`src/rtl/matmul_result_streamer_if.sv`:
```
// ============================================================================
//  matmul_result_streamer_if
//  Frame-capture and word-stream bus for matmul_result_streamer.
//  Rev 1.0 - initial release
// ============================================================================
`default_nettype none

interface matmul_result_streamer_if;
   // Frame capture side
   logic        in_valid;
   logic        in_ready;
   logic [31:0] r1;
   logic [31:0] r2;
   logic [31:0] r3;
   logic [31:0] r4;

   // Word stream side
   logic        out_valid;
   logic        out_ready;
   logic [31:0] out_data;
   logic [1:0]  out_idx;
   logic        out_last;

   // Status
   logic [7:0]  frame_cnt;
   logic        ovf;

   // Environment: drives frames in and accepts words out
   modport master (
      output in_valid, r1, r2, r3, r4, out_ready,
      input  in_ready, out_valid, out_data, out_idx, out_last, frame_cnt, ovf
   );

   // Streamer
   modport slave (
      input  in_valid, r1, r2, r3, r4, out_ready,
      output in_ready, out_valid, out_data, out_idx, out_last, frame_cnt, ovf
   );
endinterface

`default_nettype wire

```
`src/rtl/matmul_result_streamer.sv`:
```
// ============================================================================
//  matmul_result_streamer
//  Buffers up to two 4-word matmul result frames and streams them word by word
//  over valid/ready. Optional macro MMSTREAM_SAT16_EN saturates words to
//  signed 16 bits at capture.
//  Rev 1.0 - initial release
// ============================================================================
`default_nettype none

module matmul_result_streamer (
   input  wire logic                clk1,
   input  wire logic                rst_n,
   matmul_result_streamer_if.slave  bus
);
   localparam int DEPTH = 2;

   logic [31:0] r_buf [DEPTH][4];
   logic        r_wr_ptr;
   logic        r_rd_ptr;
   logic [1:0]  r_count;
   logic [1:0]  r_word_idx;
   logic [7:0]  r_frame_cnt;
   logic        r_ovf;

   logic        w_in_ready;
   logic        w_out_valid;
   logic        w_push;
   logic        w_pop;
   logic        w_done;
   logic [31:0] w_word [4];

`ifdef MMSTREAM_SAT16_EN
   function automatic logic [31:0] f_sat16(input logic [31:0] v);
      if ($signed(v) > 32'sd32767)
         return 32'h0000_7FFF;
      else if ($signed(v) < -32'sd32768)
         return 32'hFFFF_8000;
      else
         return v;
   endfunction

   assign w_word[0] = f_sat16(bus.r1);
   assign w_word[1] = f_sat16(bus.r2);
   assign w_word[2] = f_sat16(bus.r3);
   assign w_word[3] = f_sat16(bus.r4);
`else
   assign w_word[0] = bus.r1;
   assign w_word[1] = bus.r2;
   assign w_word[2] = bus.r3;
   assign w_word[3] = bus.r4;
`endif

   // Acceptance depends only on registered count, never on out_ready.
   assign w_in_ready  = (r_count != 2'd2);
   assign w_out_valid = (r_count != 2'd0);
   assign w_push      = bus.in_valid && w_in_ready;
   assign w_pop       = w_out_valid && bus.out_ready;
   assign w_done      = w_pop && (r_word_idx == 2'd3);

   always_ff @(posedge clk1 or negedge rst_n) begin
      if (!rst_n) begin
         r_wr_ptr    <= 1'b0;
         r_rd_ptr    <= 1'b0;
         r_count     <= 2'd0;
         r_word_idx  <= 2'd0;
         r_frame_cnt <= 8'd0;
         r_ovf       <= 1'b0;
      end else begin
         if (w_push)
            r_wr_ptr <= ~r_wr_ptr;
         // word_idx wraps 3 -> 0 naturally on the frame-completing pop
         if (w_pop)
            r_word_idx <= r_word_idx + 2'd1;
         if (w_done) begin
            r_rd_ptr    <= ~r_rd_ptr;
            r_frame_cnt <= r_frame_cnt + 8'd1;
         end
         if (w_push && !w_done)
            r_count <= r_count + 2'd1;
         else if (!w_push && w_done)
            r_count <= r_count - 2'd1;
         if (bus.in_valid && !w_in_ready)
            r_ovf <= 1'b1;
      end
   end

   // Storage is not reset or cleared; only valid entries are ever read out.
   always_ff @(posedge clk1) begin
      if (w_push) begin
         for (int k = 0; k < 4; k++)
            r_buf[r_wr_ptr][k] <= w_word[k];
      end
   end

   assign bus.in_ready  = w_in_ready;
   assign bus.out_valid = w_out_valid;
   assign bus.out_data  = w_out_valid ? r_buf[r_rd_ptr][r_word_idx] : 32'd0;
   assign bus.out_idx   = r_word_idx;
   assign bus.out_last  = w_out_valid && (r_word_idx == 2'd3);
   assign bus.frame_cnt = r_frame_cnt;
   assign bus.ovf       = r_ovf;

endmodule

`default_nettype wire

```
`src/flat_wrapper.sv`:
```
// flat-port wrapper written by rule: the top's interface ports become plain ports
module matmul_result_streamer_flat 
  (clk1, rst_n, bus_in_valid, bus_r1, bus_r2, bus_r3, bus_r4, bus_out_ready, bus_in_ready, bus_out_valid, bus_out_data, bus_out_idx, bus_out_last, bus_frame_cnt, bus_ovf);
  matmul_result_streamer_if bus_i ();
  input  wire logic clk1;
  input  wire logic rst_n;
  input wire logic [$bits(bus_i.in_valid)-1:0] bus_in_valid;
  input wire logic [$bits(bus_i.r1)-1:0] bus_r1;
  input wire logic [$bits(bus_i.r2)-1:0] bus_r2;
  input wire logic [$bits(bus_i.r3)-1:0] bus_r3;
  input wire logic [$bits(bus_i.r4)-1:0] bus_r4;
  input wire logic [$bits(bus_i.out_ready)-1:0] bus_out_ready;
  output wire logic [$bits(bus_i.in_ready)-1:0] bus_in_ready;
  output wire logic [$bits(bus_i.out_valid)-1:0] bus_out_valid;
  output wire logic [$bits(bus_i.out_data)-1:0] bus_out_data;
  output wire logic [$bits(bus_i.out_idx)-1:0] bus_out_idx;
  output wire logic [$bits(bus_i.out_last)-1:0] bus_out_last;
  output wire logic [$bits(bus_i.frame_cnt)-1:0] bus_frame_cnt;
  output wire logic [$bits(bus_i.ovf)-1:0] bus_ovf;
  assign bus_i.in_valid = bus_in_valid;
  assign bus_i.r1 = bus_r1;
  assign bus_i.r2 = bus_r2;
  assign bus_i.r3 = bus_r3;
  assign bus_i.r4 = bus_r4;
  assign bus_i.out_ready = bus_out_ready;
  assign bus_in_ready = bus_i.in_ready;
  assign bus_out_valid = bus_i.out_valid;
  assign bus_out_data = bus_i.out_data;
  assign bus_out_idx = bus_i.out_idx;
  assign bus_out_last = bus_i.out_last;
  assign bus_frame_cnt = bus_i.frame_cnt;
  assign bus_ovf = bus_i.ovf;
  matmul_result_streamer u_core (.clk1(clk1), .rst_n(rst_n), .bus(bus_i));
endmodule
```
`config.mk`:
```
export PLATFORM = sky130hd
export DESIGN_NAME = matmul_result_streamer_flat
export DESIGN_NICKNAME = d
export VERILOG_FILES = /design/src/rtl/matmul_result_streamer_if.sv /design/src/rtl/matmul_result_streamer.sv /design/src/flat_wrapper.sv
export SDC_FILE = /design/constraint.sdc
export NUM_CORES = 1
export LEC_CHECK = 0
export BUFFER_PORTS_ARGS = -buffer_cell sky130_fd_sc_hd__buf_2
export CAP_MARGIN = 30
export CORE_AREA = 4 4 137 139
export CTS_BUF_LIST = sky130_fd_sc_hd__clkbuf_4
export DETAILED_ROUTE_END_ITERATION = 10
export DIE_AREA = 0 0 141 143
export PLACE_DENSITY = 0.83
export SLEW_MARGIN = 0
export SYNTH_ARGS = -nofsm -noshare
export SYNTH_HDL_FRONTEND = slang
export SYNTH_SLANG_ARGS = --single-unit
```
`constraint.sdc`:
```
create_clock -name clk1 -period 20.4 [get_ports clk1]
set_input_delay 4.08 -clock clk1 [delete_from_list [all_inputs] [get_ports clk1]]
set_output_delay 4.08 -clock clk1 [all_outputs]
set_load 0.05 [all_outputs]
```
# [Yosys cells after proc, flatten, opt, wreduce, memory -nomap -nowiden]
# Memories as Yosys holds them, arrays and structs flattened.
# Cells that the tools add are included.
[op_classes] n_addsub=4 n_lt_le_gt_ge=1 eq_ne=2 mux=8 bitwise_logic=3 reduce_logical=12
[ops] op="32-bit two-way mux" count=3
[ops] op="32-bit binary-select mux with 2-bit select" count=1
[ops] op="8-bit by 1-bit adder with 8-bit output (second input constant)" count=1
[ops] op="1-bit logical AND" count=7
[ops] op="2-bit by 1-bit adder with 2-bit output (second input constant)" count=2
[ops] op="2-bit two-way mux" count=2
[ops] op="2-bit nonzero test" count=2
[ops] op="3-bit greater-or-equal comparator (second input constant)" count=1
[ops] op="1-bit logical NOT" count=3
[ops] op="2-bit inverter with 3-bit output" count=1
[ops] op="2-bit equality test (second input constant)" count=1
[ops] op="1-bit two-way mux" count=2
[ops] op="2-bit inequality test (second input constant)" count=1
[ops] op="1-bit inverter" count=2
[ops] op="2-bit by 1-bit subtractor with 2-bit output (second input constant)" count=1
[word_totals] register_bits=15 ram_bits=256 inputBits=132 n_memories=1
[memory_table] memory="u_core.r_buf" depth=2 word_bits=128 rd=1 rd_clocked_by_memory_dff=0 wr=1 line_no="matmul_result_streamer.sv:17" text="logic [31:0] r_buf [DEPTH][4];"

# [Depth between registers and ports, before layout]
[depth] word_depth=6 ltp_mapped=7 ltp_nobuf=7

# [Worst setup path after synthesis]
# No wires, ideal clock.
[synth_timing] path_type="input to register" startpoint="in bus_in_valid" endpoint="mem u_core.r_buf[0][0] in the netlist's numbering (enable)" arrival_ns=9.514 required_ns=19.783 path_slack_ns=10.268 cell_stages=2 n_path_buf=0 cell_sequence="nand2_1 -> nor2_1"
[synth_between] elab_chain_len=3
[synth_lines] element="from (decl)" line_no="flat_wrapper.sv:7" text="input wire logic [$bits(bus_i.in_valid)-1:0] bus_in_valid;"
[synth_lines] element="1-bit logical AND" line_no="matmul_result_streamer.sv:56" text="assign w_push = bus.in_valid && w_in_ready;"
[synth_lines] element="1-bit two-way mux" line_no="matmul_result_streamer.sv:89" text="if (w_push) begin"
[synth_lines] element="1-bit two-way mux (implied by the code)" line_no="matmul_result_streamer.sv:91" text="r_buf[r_wr_ptr][k] <= w_word[k];"
[synth_lines] element="to (decl)" line_no="matmul_result_streamer.sv:17"
# No other way between the ends.

# [Worst setup path after layout]
[layout_timing] startpoint="reg u_core.r_rd_ptr" endpoint="out bus_out_data[0]"
[layout_between] elab_chain_len=5
[layout_lines] element="from (decl)" line_no="matmul_result_streamer.sv:19" text="logic r_rd_ptr;"
[layout_lines] element="from (signal assigned)" line_no="matmul_result_streamer.sv:75" text="r_rd_ptr <= ~r_rd_ptr;"
[layout_lines] element="memory read 2 x 128 bit"
[layout_lines] element="32-bit binary-select mux with 2-bit select" line_no="matmul_result_streamer.sv:97" text="assign bus.out_data = w_out_valid ? r_buf[r_rd_ptr][r_word_idx] : 32'd0;"
[layout_lines] element="32-bit two-way mux (implied by the code) (2 in a row)" line_no="matmul_result_streamer.sv:97"
[layout_lines] element="32-bit two-way mux" line_no="matmul_result_streamer.sv:97"
[layout_lines] element="to (decl)" line_no="flat_wrapper.sv:15" text="output wire logic [$bits(bus_i.out_data)-1:0] bus_out_data;"
# No other way between the ends. The select of a mux whose other input is x is not followed.

==> metrics <==
status complete, no violations; Sinks on Clock Net 271; share of Yosys cell area claimed by the top area cell type 0.745; area fraction in compound gates after synthesis 0.0294; CTS Buffer Depth 3; clock transition at the registers of the reported paths 60 ps; Cell variety after synth 29; post-synthesis cell count 435; setup bufs post-CTS 0; Initial Utilization 0.584; post-route worst setup slack 13100 ps; Final Max Tran Viols 0; EDFF count, synth 256; flops & latches, synth 271; PostCTS Resize Cnt 0; synthesized area 0.0103 mm²; CTS tree built; CP max FO 34; final wirelength 20.3 mm; CTS Hold Buffers Added 0; CP max-delay cell dfrtp_4; Area Growth Syn to Fin 19.6%; Syn Area/Cell 23.7 µm²; worst clock skew 34.1 ps; CP Capture Type output port; Fin Setup TNS 0 ps; CP required 16320 ps; syn nets 570; Die ar. 0.0202 mm²; fmax 137 MHz; simple-gate share of the synthesized area 0.0106; die width 141 µm; Vias/cell 5.67; main combinational cell family by area after synthesis multiplexers; clock root cell clkbuf_4; Hold Crit Class register to register; CTS Buf Count 70; count leader, synth edfxtp_1; post-synthesis mux area share 0.147; unrepaired setup endpoints after global routing no; Post-Place Worst Slack 13670 ps; CTS H-tree lvls 3; Remaining DRCs 0; Power Dens Cells 165 mW/mm²; fin crit period 7300 ps; biggest area consumer among synthesized cells edfxtp_1; Tcrit/Tclk final 0.358; layout cells sized above 1 0.478; DP Wirelength 13.0 mm; CP max stage delay 840 ps; ANT nets after route 0; final hold vios 0; Async SR Flop Fraction 0.0554; Fillers 1130; cells taking the most area after synthesis edfxtp_1 (75%), mux4_2 (10%), mux4_1 (4.3%); max_cap viols 0; global-route wire length before repair 31.9 mm; gr usage total 0.209; most frequent cells after synthesis edfxtp_1 (256), mux4_2 (47), a22o_1 (32), mux4_1 (17), dfrtp_1 (15); count of final setup violators 0; initial antenna violation count 7; slew margin rel. 0.374; via count 5385; Slew @ Worst Pin 939 ps; wire length per cell 21.4 µm; routability cong. 0.765; Synth Area in XOR/XNOR 0.0110; I/O Buffers 177; CP arrival 3220 ps; Static Leak 4.59 nW; io pins 178; largest net degree at the start of global routing 70; drt pass-1 iters 4; Core Rows 49; Initial DRC Count 385; CP startpoint kind register; Main synth FF type edfxtp_1; sequential-to-total area share from yosys stat 0.782; vias in the first global route 6038; Worst VDD drop 0.000135 V; Synth warnings 0; nets 805; Crit Path Category register to output port; Worst-Skew Late Latency 640 ps; core area 0.0177 mm²; Die H 143 µm; crit path cell chain buf_4, mux4_1, a22o_1, buf_2; synthesized-area fraction occupied by adder cells 0.00364; grt ovf 0
[final cells by class]
cell class | instances | area, µm² | area share
antenna | 2 | 5.00 | 0.000406
tap | 229 | 287 | 0.0232
inverter | 5 | 18.8 | 0.00152
sequential | 271 | 8070 | 0.654
clock inverter | 27 | 190 | 0.0154
multi-input combinational | 138 | 2110 | 0.171
clock buffer | 93 | 698 | 0.0566
timing repair buffer | 184 | 963 | 0.0781
[kinds of logic (layout without fill, tap and decap cells)]
group / Yosys count / after routing
and+or+nand+nor: 22 / 22
other: 0 / 2
muxes: 65 / 65
xor gates and xnor gates: 13 / 13
adders and majority gates: 3 / 3
AOI/OAI and AO/OA: 35 / 35
DFF: 271 / 271
buffers and inverters: 26 / 309
[worst max-delay path, delay by kind of cell, from the launching register on]
family                 cells  cell delay [ps]
DFF                        1              840
buffers and inverters      2              860
muxes                      1              630
AOI/OAI and AO/OA          1              250
[final timing paths]
check / from / end / slack, ps / cells past startpoint
max in group asynchronous: rst_n / u_core.r_rd_ptr / 16760 / 1
setup / recovery: u_core.r_rd_ptr / bus_out_data[0] / 13100 / 4
hold reg to reg: u_core.bus.frame_cnt[7] / u_core.bus.frame_cnt[7] / 460 / 1
min in group asynchronous: rst_n / u_core.bus.frame_cnt[4] / 3350 / 1
hold / removal: u_core.bus.frame_cnt[7] / u_core.bus.frame_cnt[7] / 460 / 1
setup reg to reg: u_core.r_count[0] / u_core.r_buf[1][23] / 17690 / 3
[through the flow]
step / std cells / total power (W) / area, µm² / utilization / hold WS [ps]
2_1_floorplan: 435 / 0.00143 / 10300 / - / 461
3_3_place_gp: 825 / 0.00156 / 11400 / 0.646 / 456
3_5_place_dp: 827 / 0.00160 / 11400 / 0.648 / 459
4_1_cts: 947 / 0.00206 / 12300 / 0.698 / 471
5_1_grt: 948 / 0.00214 / 12300 / 0.699 / 483
6_report: 949 / 0.00203 / 12300 / 0.699 / 464
[where the power goes]
part | internal [W] | switching [W] | leakage, nW
registers | 0.000760 | 0.0000556 | 2.56
clock network | 0.000251 | 0.000205 | 0.515
logic | 0.000265 | 0.000498 | 1.52
total | 0.00128 | 0.000759 | 4.59
[cell usage in the layout, fill, tap and decap left out, types with 2 or more instances in the layout]
| cell | count |
|---|---|
| edfxtp_1 | 256 |
| buf_2 | 177 |
| clkbuf_4 | 93 |
| mux4_2 | 47 |
| a22o_1 | 32 |
| clkinv_1 | 18 |
| mux4_1 | 17 |
| dfrtp_1 | 13 |
| xnor2_1 | 8 |
| nand2_1 | 7 |
| xor2_1 | 5 |
| buf_4 | 5 |
| inv_1 | 4 |
| nor2_1 | 3 |
| inv_2 | 3 |
| ha_1 | 3 |
| bufinv_16 | 3 |
| diode_2 | 2 |
| nor2_4 | 2 |
| nand3_1 | 2 |
| nor3_1 | 2 |
| clkinv_2 | 2 |
| clkinvlp_4 | 2 |
| buf_12 | 2 |
[flip-flops by register name (all words and copies together), names as in the netlist]
name	flops
u_core.bus.frame_cnt	8
u_core.bus.out_idx	2
u_core.bus.ovf	1
u_core.r_buf	256
u_core.r_count	2
u_core.r_rd_ptr	1
u_core.r_wr_ptr	1
[routing by layer]
layer	GRT usage	up-vias	wire length, µm
met2	0.343	243	10300
met4	0.0699	12	268
li1	-	2390	-
met3	0.0797	36	1780
met5	0	-	63
met1	0.262	2704	7890
Note: power is estimated with default switching activity, not from simulation.
